--- src/rtl/ins_loader_pkg.sv ---
// Shared constants and types for the instruction loader: instruction word
// geometry, the opcode encoding seen by the decoder, and the loader FSM states.
// Word layout (MSB..LSB): {a_addr, b_addr, r_addr, opcode}.
package ins_loader_pkg;

  localparam int OPCODE_WIDTH   = 3;
  localparam int DEF_ADDR_WIDTH = 10;
  localparam int INS_WIDTH      = OPCODE_WIDTH + 3 * DEF_ADDR_WIDTH;
  localparam int BYTES_PER_INS  = (INS_WIDTH + 7) / 8;

  typedef enum logic [OPCODE_WIDTH-1:0] {
    OP_NOP       = 3'b000,
    OP_ADD       = 3'b001,
    OP_SUB       = 3'b010,
    OP_MUL       = 3'b011,
    OP_DOT_SHIFT = 3'b100,
    OP_DOT_ACC   = 3'b101,
    OP_DOT_CLR   = 3'b110,
    OP_PASS_B    = 3'b111
  } opcode_e;

  typedef enum logic [2:0] {
    ST_HDR_LO,
    ST_HDR_HI,
    ST_LOAD,
    ST_TERM,
    ST_CHK,
    ST_DONE
  } ld_state_e;

  // Stream bytes needed to carry a word of the given width.
  function automatic int bytes_for(input int width);
    return (width + 7) / 8;
  endfunction

endpackage

--- src/rtl/ins_byte_assembler.sv ---
// Collects BPI little-endian stream bytes into one instruction word.
// Ports: clr restarts the byte counter; byte_vld/byte_dat present an accepted
// byte; word/word_done are combinational and valid while the last byte is on byte_dat.
module ins_byte_assembler #(
  parameter int INS_W = 33,
  parameter int BPI   = 5
) (
  input  logic             clk,
  input  logic             rstn,
  input  logic             clr,
  input  logic             byte_vld,
  input  logic [7:0]       byte_dat,
  output logic [INS_W-1:0] word,
  output logic             word_done
);

  localparam int            CW   = (BPI > 1) ? $clog2(BPI) : 1;
  localparam int            SW   = 8 * (BPI - 1);
  localparam logic [CW-1:0] LAST = CW'(BPI - 1);

  logic [CW-1:0] cnt_q, cnt_d;
  logic [SW-1:0] sh_q, sh_d;

  always_comb begin
    cnt_d     = cnt_q;
    sh_d      = sh_q;
    word_done = byte_vld && (cnt_q == LAST);
    // Earlier bytes have shifted down so byte 0 sits at [7:0]; the final byte
    // goes straight to the top, bits beyond INS_W are dropped.
    word      = INS_W'({byte_dat, sh_q});
    if (clr) begin
      cnt_d = '0;
    end else if (byte_vld) begin
      if (cnt_q == LAST) begin
        cnt_d = '0;
      end else begin
        cnt_d = cnt_q + 1'b1;
        sh_d  = {byte_dat, sh_q[SW-1:8]};
      end
    end
  end

  always_ff @(posedge clk) begin
    if (!rstn) begin
      cnt_q <= '0;
      sh_q  <= '0;
    end else begin
      cnt_q <= cnt_d;
      sh_q  <= sh_d;
    end
  end

endmodule

--- src/rtl/ins_loader.sv ---
// Program loader: parses a framed byte stream (16-bit LE count, then words) and
// writes instruction memory, adding a NOP terminator when the program is short.
// Ports: s_* byte stream in; ins_wr_* memory write port; ins_valid completion
// pulse; load_busy/load_err/ins_count status. Optional checksum byte: INS_LOADER_CHECKSUM_EN.
module ins_loader
  import ins_loader_pkg::*;
#(
  parameter  int INS_ADDR_WIDTH = 10,
  parameter  int ADDR_WIDTH     = DEF_ADDR_WIDTH,
  localparam int INS_W          = OPCODE_WIDTH + 3 * ADDR_WIDTH,
  localparam int BPI            = bytes_for(INS_W)
) (
  input  logic                      clk,
  input  logic                      rstn,
  input  logic [7:0]                s_data,
  input  logic                      s_valid,
  output logic                      s_ready,
  output logic                      ins_wr_en,
  output logic [INS_ADDR_WIDTH-1:0] ins_wr_addr,
  output logic [INS_W-1:0]          ins_wr_data,
  output logic                      ins_valid,
  output logic                      load_busy,
  output logic                      load_err,
  output logic [INS_ADDR_WIDTH:0]   ins_count
);

  localparam logic [16:0] DEPTH = 17'(1 << INS_ADDR_WIDTH);

`ifdef INS_LOADER_CHECKSUM_EN
  localparam ld_state_e POST_ST = ST_CHK;
`else
  localparam ld_state_e POST_ST = ST_DONE;
`endif

  ld_state_e                 state_q, state_d;
  logic [15:0]               n_q, n_d;
  logic [16:0]               idx_q, idx_d;
  logic                      s_ready_q, s_ready_d;
  logic                      wr_en_q, wr_en_d;
  logic [INS_ADDR_WIDTH-1:0] wr_addr_q, wr_addr_d;
  logic [INS_W-1:0]          wr_data_q, wr_data_d;
  logic                      valid_q, valid_d;
  logic                      busy_q, busy_d;
  logic                      err_q, err_d;
  logic [INS_ADDR_WIDTH:0]   count_q, count_d;

  logic                      acc;
  logic [INS_W-1:0]          asm_word;
  logic                      asm_done;
  logic [16:0]               n_ext;
  logic [16:0]               hdr_n;

  assign acc   = s_valid && s_ready_q;
  assign n_ext = {1'b0, n_q};
  assign hdr_n = {1'b0, s_data, n_q[7:0]};

  ins_byte_assembler #(
    .INS_W (INS_W),
    .BPI   (BPI)
  ) u_asm (
    .clk       (clk),
    .rstn      (rstn),
    .clr       (acc && (state_q == ST_HDR_HI)),
    .byte_vld  (acc && (state_q == ST_LOAD)),
    .byte_dat  (s_data),
    .word      (asm_word),
    .word_done (asm_done)
  );

`ifdef INS_LOADER_CHECKSUM_EN
  logic [7:0] csum_q, csum_d;

  // Running XOR restarts on the first header byte of every frame.
  always_comb begin
    csum_d = csum_q;
    if (acc) begin
      csum_d = (state_q == ST_HDR_LO) ? s_data : (csum_q ^ s_data);
    end
  end

  always_ff @(posedge clk) begin
    if (!rstn) csum_q <= '0;
    else       csum_q <= csum_d;
  end
`endif

  always_comb begin
    state_d   = state_q;
    n_d       = n_q;
    idx_d     = idx_q;
    wr_en_d   = 1'b0;
    wr_addr_d = wr_addr_q;
    wr_data_d = wr_data_q;
    valid_d   = 1'b0;
    busy_d    = busy_q;
    err_d     = err_q;
    count_d   = count_q;

    case (state_q)
      ST_HDR_LO: begin
        if (acc) begin
          n_d[7:0] = s_data;
          state_d  = ST_HDR_HI;
        end
      end
      ST_HDR_HI: begin
        if (acc) begin
          n_d[15:8] = s_data;
          err_d     = 1'b0;
          busy_d    = 1'b1;
          idx_d     = '0;
          if (hdr_n > DEPTH) begin
            // Program cannot fit: reject the whole frame before any write.
            err_d   = 1'b1;
            busy_d  = 1'b0;
            state_d = ST_HDR_LO;
          end else if (hdr_n == 17'd0) begin
            state_d = ST_TERM;
          end else begin
            state_d = ST_LOAD;
          end
        end
      end
      ST_LOAD: begin
        if (asm_done) begin
          wr_en_d   = 1'b1;
          wr_addr_d = idx_q[INS_ADDR_WIDTH-1:0];
          wr_data_d = asm_word;
          idx_d     = idx_q + 17'd1;
          if ((idx_q + 17'd1) == n_ext) begin
            // A full memory needs no terminator; the decoder stops at PC all-ones.
            state_d = (n_ext < DEPTH) ? ST_TERM : POST_ST;
          end
        end
      end
      ST_TERM: begin
        wr_en_d   = 1'b1;
        wr_addr_d = n_q[INS_ADDR_WIDTH-1:0];
        wr_data_d = '0;
        state_d   = POST_ST;
      end
`ifdef INS_LOADER_CHECKSUM_EN
      ST_CHK: begin
        if (acc) begin
          if ((csum_q ^ s_data) == 8'h00) begin
            state_d = ST_DONE;
          end else begin
            err_d   = 1'b1;
            busy_d  = 1'b0;
            state_d = ST_HDR_LO;
          end
        end
      end
`endif
      ST_DONE: begin
        valid_d = 1'b1;
        count_d = n_q[INS_ADDR_WIDTH:0];
        busy_d  = 1'b0;
        state_d = ST_HDR_LO;
      end
      default: begin
        state_d = ST_HDR_LO;
      end
    endcase

    // Ready is registered from the next state so it tracks state_q exactly.
    s_ready_d = (state_d == ST_HDR_LO) || (state_d == ST_HDR_HI) ||
                (state_d == ST_LOAD)   || (state_d == ST_CHK);
  end

  always_ff @(posedge clk) begin
    if (!rstn) begin
      state_q   <= ST_HDR_LO;
      n_q       <= '0;
      idx_q     <= '0;
      s_ready_q <= 1'b0;
      wr_en_q   <= 1'b0;
      wr_addr_q <= '0;
      wr_data_q <= '0;
      valid_q   <= 1'b0;
      busy_q    <= 1'b0;
      err_q     <= 1'b0;
      count_q   <= '0;
    end else begin
      state_q   <= state_d;
      n_q       <= n_d;
      idx_q     <= idx_d;
      s_ready_q <= s_ready_d;
      wr_en_q   <= wr_en_d;
      wr_addr_q <= wr_addr_d;
      wr_data_q <= wr_data_d;
      valid_q   <= valid_d;
      busy_q    <= busy_d;
      err_q     <= err_d;
      count_q   <= count_d;
    end
  end

  assign s_ready     = s_ready_q;
  assign ins_wr_en   = wr_en_q;
  assign ins_wr_addr = wr_addr_q;
  assign ins_wr_data = wr_data_q;
  assign ins_valid   = valid_q;
  assign load_busy   = busy_q;
  assign load_err    = err_q;
  assign ins_count   = count_q;

endmodule

--- config.mk ---
export PLATFORM = sky130hd
export DESIGN_NAME = ins_loader
export DESIGN_NICKNAME = d
export VERILOG_FILES = /design/src/rtl/ins_loader_pkg.sv /design/src/rtl/ins_byte_assembler.sv /design/src/rtl/ins_loader.sv
export SDC_FILE = /design/constraint.sdc
export NUM_CORES = 1
export LEC_CHECK = 0
export ABC_AREA = 1
export BUFFER_PORTS_ARGS = -buffer_cell sky130_fd_sc_hd__clkbuf_2
export CAP_MARGIN = 20
export CORE_ASPECT_RATIO = 2
export CORE_MARGIN = 4
export CORE_UTILIZATION = 28
export DETAILED_ROUTE_END_ITERATION = 10
export HOLD_SLACK_MARGIN = 0.03
export SETUP_SLACK_MARGIN = 0.4
export SYNTH_ARGS = -nofsm -noshare
export SYNTH_HDL_FRONTEND = slang
export SYNTH_SLANG_ARGS = --single-unit
--- constraint.sdc ---
create_clock -name clk -period 1.9 [get_ports clk]
set_input_delay 0.19 -clock clk [delete_from_list [all_inputs] [get_ports clk]]
set_output_delay 0.19 -clock clk [all_outputs]
set_load 0.03 [all_outputs]
==> results.sh <==
export IMPL_area_growth_pct=38.1
export IMPL_report_final_slew_viol_count=0
export IMPL_synth_top_area_share_pct=48.1
export IMPL_final_setup_worst_slack_ps=-55.9
export IMPL_cts_buffers=17
export IMPL_fin_crit_ps=1960
export IMPL_dieArea_um2=21700
export IMPL_cts_root_buf="clkbuf_16"
export IMPL_cp_required_ps=2250
export IMPL_path_buf_inv=1
export IMPL_reg2reg_from="idx_q[0]"
export IMPL_slew_headroom_pct=71.9
export IMPL_r2r_setup_slack_ps=-60
export IMPL_crit_fanout=5
export IMPL_gr_usage_all_layers_pct=16.6
export IMPL_skew_ps=7.63
export IMPL_async_flop_share_pct=0
export IMPL_yosys_warnings=0
export IMPL_slowest_stage="dfxtp_4"
export IMPL_synth_distinct_cells=30
export IMPL_grt_pass1_wl_um=27700
export IMPL_synth_most_common_cell="nand2_1"
export IMPL_worstReg2RegEnd="s_ready"
export IMPL_syn_area_um2=5410
export IMPL_internal_power_mw=5.17
export IMPL_antenna_found_initial=0
export IMPL_cts_hold_buf=0
export IMPL_tritoncts="done"
export IMPL_initial_core_util_pct=28.6
export IMPL_post_drt_wl_per_cell_um=16.3
export IMPL_grt_pass1_vias=5234
export IMPL_p_leak_nw=2.94
export IMPL_synthTopCellsByArea="dfxtp_1 48%, nand2_1 12%, a21oi_1 8.5%"
export IMPL_drt_pass1_iterations=5
export IMPL_end_kind="flip-flop"
export IMPL_gp_congestion=0.888
export IMPL_failed_checks="negative setup slack"
export IMPL_vias_per_cell=4.83
export IMPL_fin_nets=866
export IMPL_pwr_share_clk_pct=54.7
export IMPL_synth_nets=760
export IMPL_criticalPathCategory="reg2reg"
export IMPL_cts_buffer_depth=2
export IMPL_crit_top_cell="nand2_1"
export IMPL_min_path_type="in2reg"
export IMPL_path_cells="ha_4 -> nand2_4 -> nor2_4 -> nand3_2 -> nand3_1 -> nand2_1 -> inv_1 -> nand2_1 -> nor2_1 -> nand2_1 -> nor2_2 -> nand3_2 -> nand2_2 -> nand2_2 -> a21oi_2"
export IMPL_final_hold_viol_count=0
export IMPL_fin_util_pct=39.5
export IMPL_power_frac_comb_pct=3.8
export IMPL_min_to="u_asm.sh_q[26]"
export IMPL_place_area_um2=6270
export IMPL_max_freq_mhz=511
export IMPL_hold_depth=3
export IMPL_p_seq_share_pct=41.5
export IMPL_n_antenna_cell=0
export IMPL_cts_sinks=130
export IMPL_numPortBuffers=69
export IMPL_yosysSeqAreaShare_pct=48.1
export IMPL_num_vias=5406
export IMPL_grt_ovfl_total=0
export IMPL_status="finished, violations left"
export IMPL_netSwitchingPower_mw=1.49
export IMPL_netlist_instances=746
export IMPL_cp_arrival_ps=2300
export IMPL_ioPinCount=70
export IMPL_fin_crit_sh_pct=103
export IMPL_synth_largest_area_cell="dfxtp_1"
export IMPL_cts_htree_levels=4
export IMPL_synthTopCellsByCount="167 x nand2_1, 130 x dfxtp_1, 92 x a21oi_1"
export IMPL_maxCapViolCount=0
export IMPL_design_area_um2=7470
export IMPL_route_antenna_remaining_nets=0
export IMPL_clk_pin_slew_ps=60
export IMPL_p_sw_share_pct=22.4
export IMPL_final_setup_tns_ps=-55.9
export IMPL_synth_edf_count=0
export IMPL_hold_start="s_data[2]"
export IMPL_grt_max_degree=54
export IMPL_clkLatencyLatePin_ps=420
export IMPL_slowest_delay_ps=370
export IMPL_drtIter0Drc=251
export IMPL_postSynthAreaPerCell_um2=7.25
export IMPL_die_height_um=205
export IMPL_cp_top_family="simple AND/OR/NAND/NOR gates"
export IMPL_dpl_hpwl_um=12100
export IMPL_wirelength_um=18200
export IMPL_row_count=71
export IMPL_rsz0062_at_grt="yes"
export IMPL_setup_viol=1
export IMPL_drive_gt1_share_pct=28.1
export IMPL_worst_slew_pin_transition_ps=417
export IMPL_die_w_um=106
export IMPL_reg2reg_depth=15
export IMPL_critPathLaunchType="flip-flop"
export IMPL_drc=0
export IMPL_crit_start="idx_q[0]"
export IMPL_core_area_um2=18900
export IMPL_ys_seq_elements=130
export IMPL_powerDensity_nw_per_um2=893
export IMPL_dominantRegCellSynth="dfxtp_1"
export IMPL_ir_drop_mv=0.633
layout by cell type (no fill, tap or decap), types with 3 or more instances in the layout:
master and n:
clkinvlp_4 3, bufinv_16 5, dfxtp_2 11, inv_6 6, nand2_1 155, nand4_1 5
buf_4 34, nand2_4 4, o21ai_2 8, nor2_4 8, dfxtp_1 117, buf_12 7
clkinv_2 3, o21ai_1 15, buf_6 4, a21oi_2 3, nor3_1 3, o21ai_0 50
a21oi_1 90, a211oi_2 4, clkbuf_16 19, nand2_2 14, clkbuf_2 69, nor4_1 3
nor2_2 7, nand3_1 41, nor2_1 74, a211oi_1 5, xor2_1 6, inv_1 53
inv_2 7, nand3_2 7
layout make-up:
| type | count | area, um^2 |
|---|---|---|
| Clock inverter | 15 | 229 |
| Fill cell | 1914 | 11400 |
| Multi-Input combinational cell | 517 | 2670 |
| Timing Repair Buffer | 120 | 938 |
| Inverter | 64 | 258 |
| Sequential cell | 130 | 2620 |
| Tap cell | 255 | 319 |
| Timing Repair inverter | 2 | 11.3 |
| Clock buffer | 17 | 425 |
worst register-to-register path, cell delays in order, from the launching register on:
cell	delay, ps
dfxtp_4	370
ha_4	160
nand2_4	80
nor2_4	210
nand3_2	120
nand3_1	100
nand2_1	50
inv_1	60
nand2_1	50
nor2_1	90
nand2_1	110
nor2_2	130
nand3_2	100
nand2_2	80
nand2_2	50
a21oi_2	130
state kept, by name (all words and copies together) (netlist names):
name / flops
n_q: 16
ins_valid: 1
u_asm.sh_q: 32
ins_wr_addr: 10
ins_count: 11
state_q: 3
u_asm.cnt_q: 3
idx_q: 17
load_err: 1
load_busy: 1
ins_wr_data: 33
ins_wr_en: 1
s_ready: 1
power groups by stage:
stage / Combinational [mW] / Sequential (mW) / Clock, mW
5_1_grt: 0.278 / 2.77 / 3.81
4_1_cts: 0.244 / 2.77 / 3.70
3_3_place_gp: 0.222 / 2.83 / 0
2_1_floorplan: 0.131 / 2.82 / 0
6_report: 0.253 / 2.77 / 3.65
3_5_place_dp: 0.223 / 2.83 / 0
kinds of logic after synthesis:
group,after synthesis,share of synthesized area (%)
flops,130,48.1
buf+inv,100,7.10
fa+ha+maj,3,0.694
simple gates,329,26.0
xor+xnor,6,0.971
compound gates,178,17.1
how the worst max path moves through the flow:
| stage | cells after the start | endpoint |
|---|---|---|
| 2_1_floorplan | 13 | s_ready |
| 3_3_place_gp | 14 | s_ready |
| 3_5_place_dp | 14 | s_ready |
| 4_1_cts | 15 | s_ready |
| 5_1_grt | 15 | s_ready |
| 6_report | 15 | s_ready |
stage by stage:
step           setup slack (ps)  instances  total power [mW]  hold slack [ps]
2_1_floorplan               184        746              2.95              339
3_3_place_gp               -138       1068              3.05              445
3_5_place_dp               -150       1068              3.05              447
4_1_cts                   -18.9       1116              6.71              115
5_1_grt                    -179       1120              6.86              117
6_report                  -55.9       1120              6.67              110
per-layer routing:
| layer | track usage [%] | share of wire, % | up-vias |
|---|---|---|---|
| li1 | - | - | 2666 |
| met1 | 15.4 | 34 | 2501 |
| met2 | 31.2 | 55 | 175 |
| met3 | 3.69 | 4.6 | 64 |
| met4 | 11.4 | 6.7 | 0 |
| met5 | 0 | 0 | - |
what timing repair did:
action / in CTS / in global routing
buffers inserted: 11 / 2
resized for setup: 66 / 47
pin swaps: 12 / 6
gates cloned: 5 / 2
hold endpoints to repair: 0 / 0
setup endpoints to repair: 99 / 102
Power figures use the tool's default switching activity.
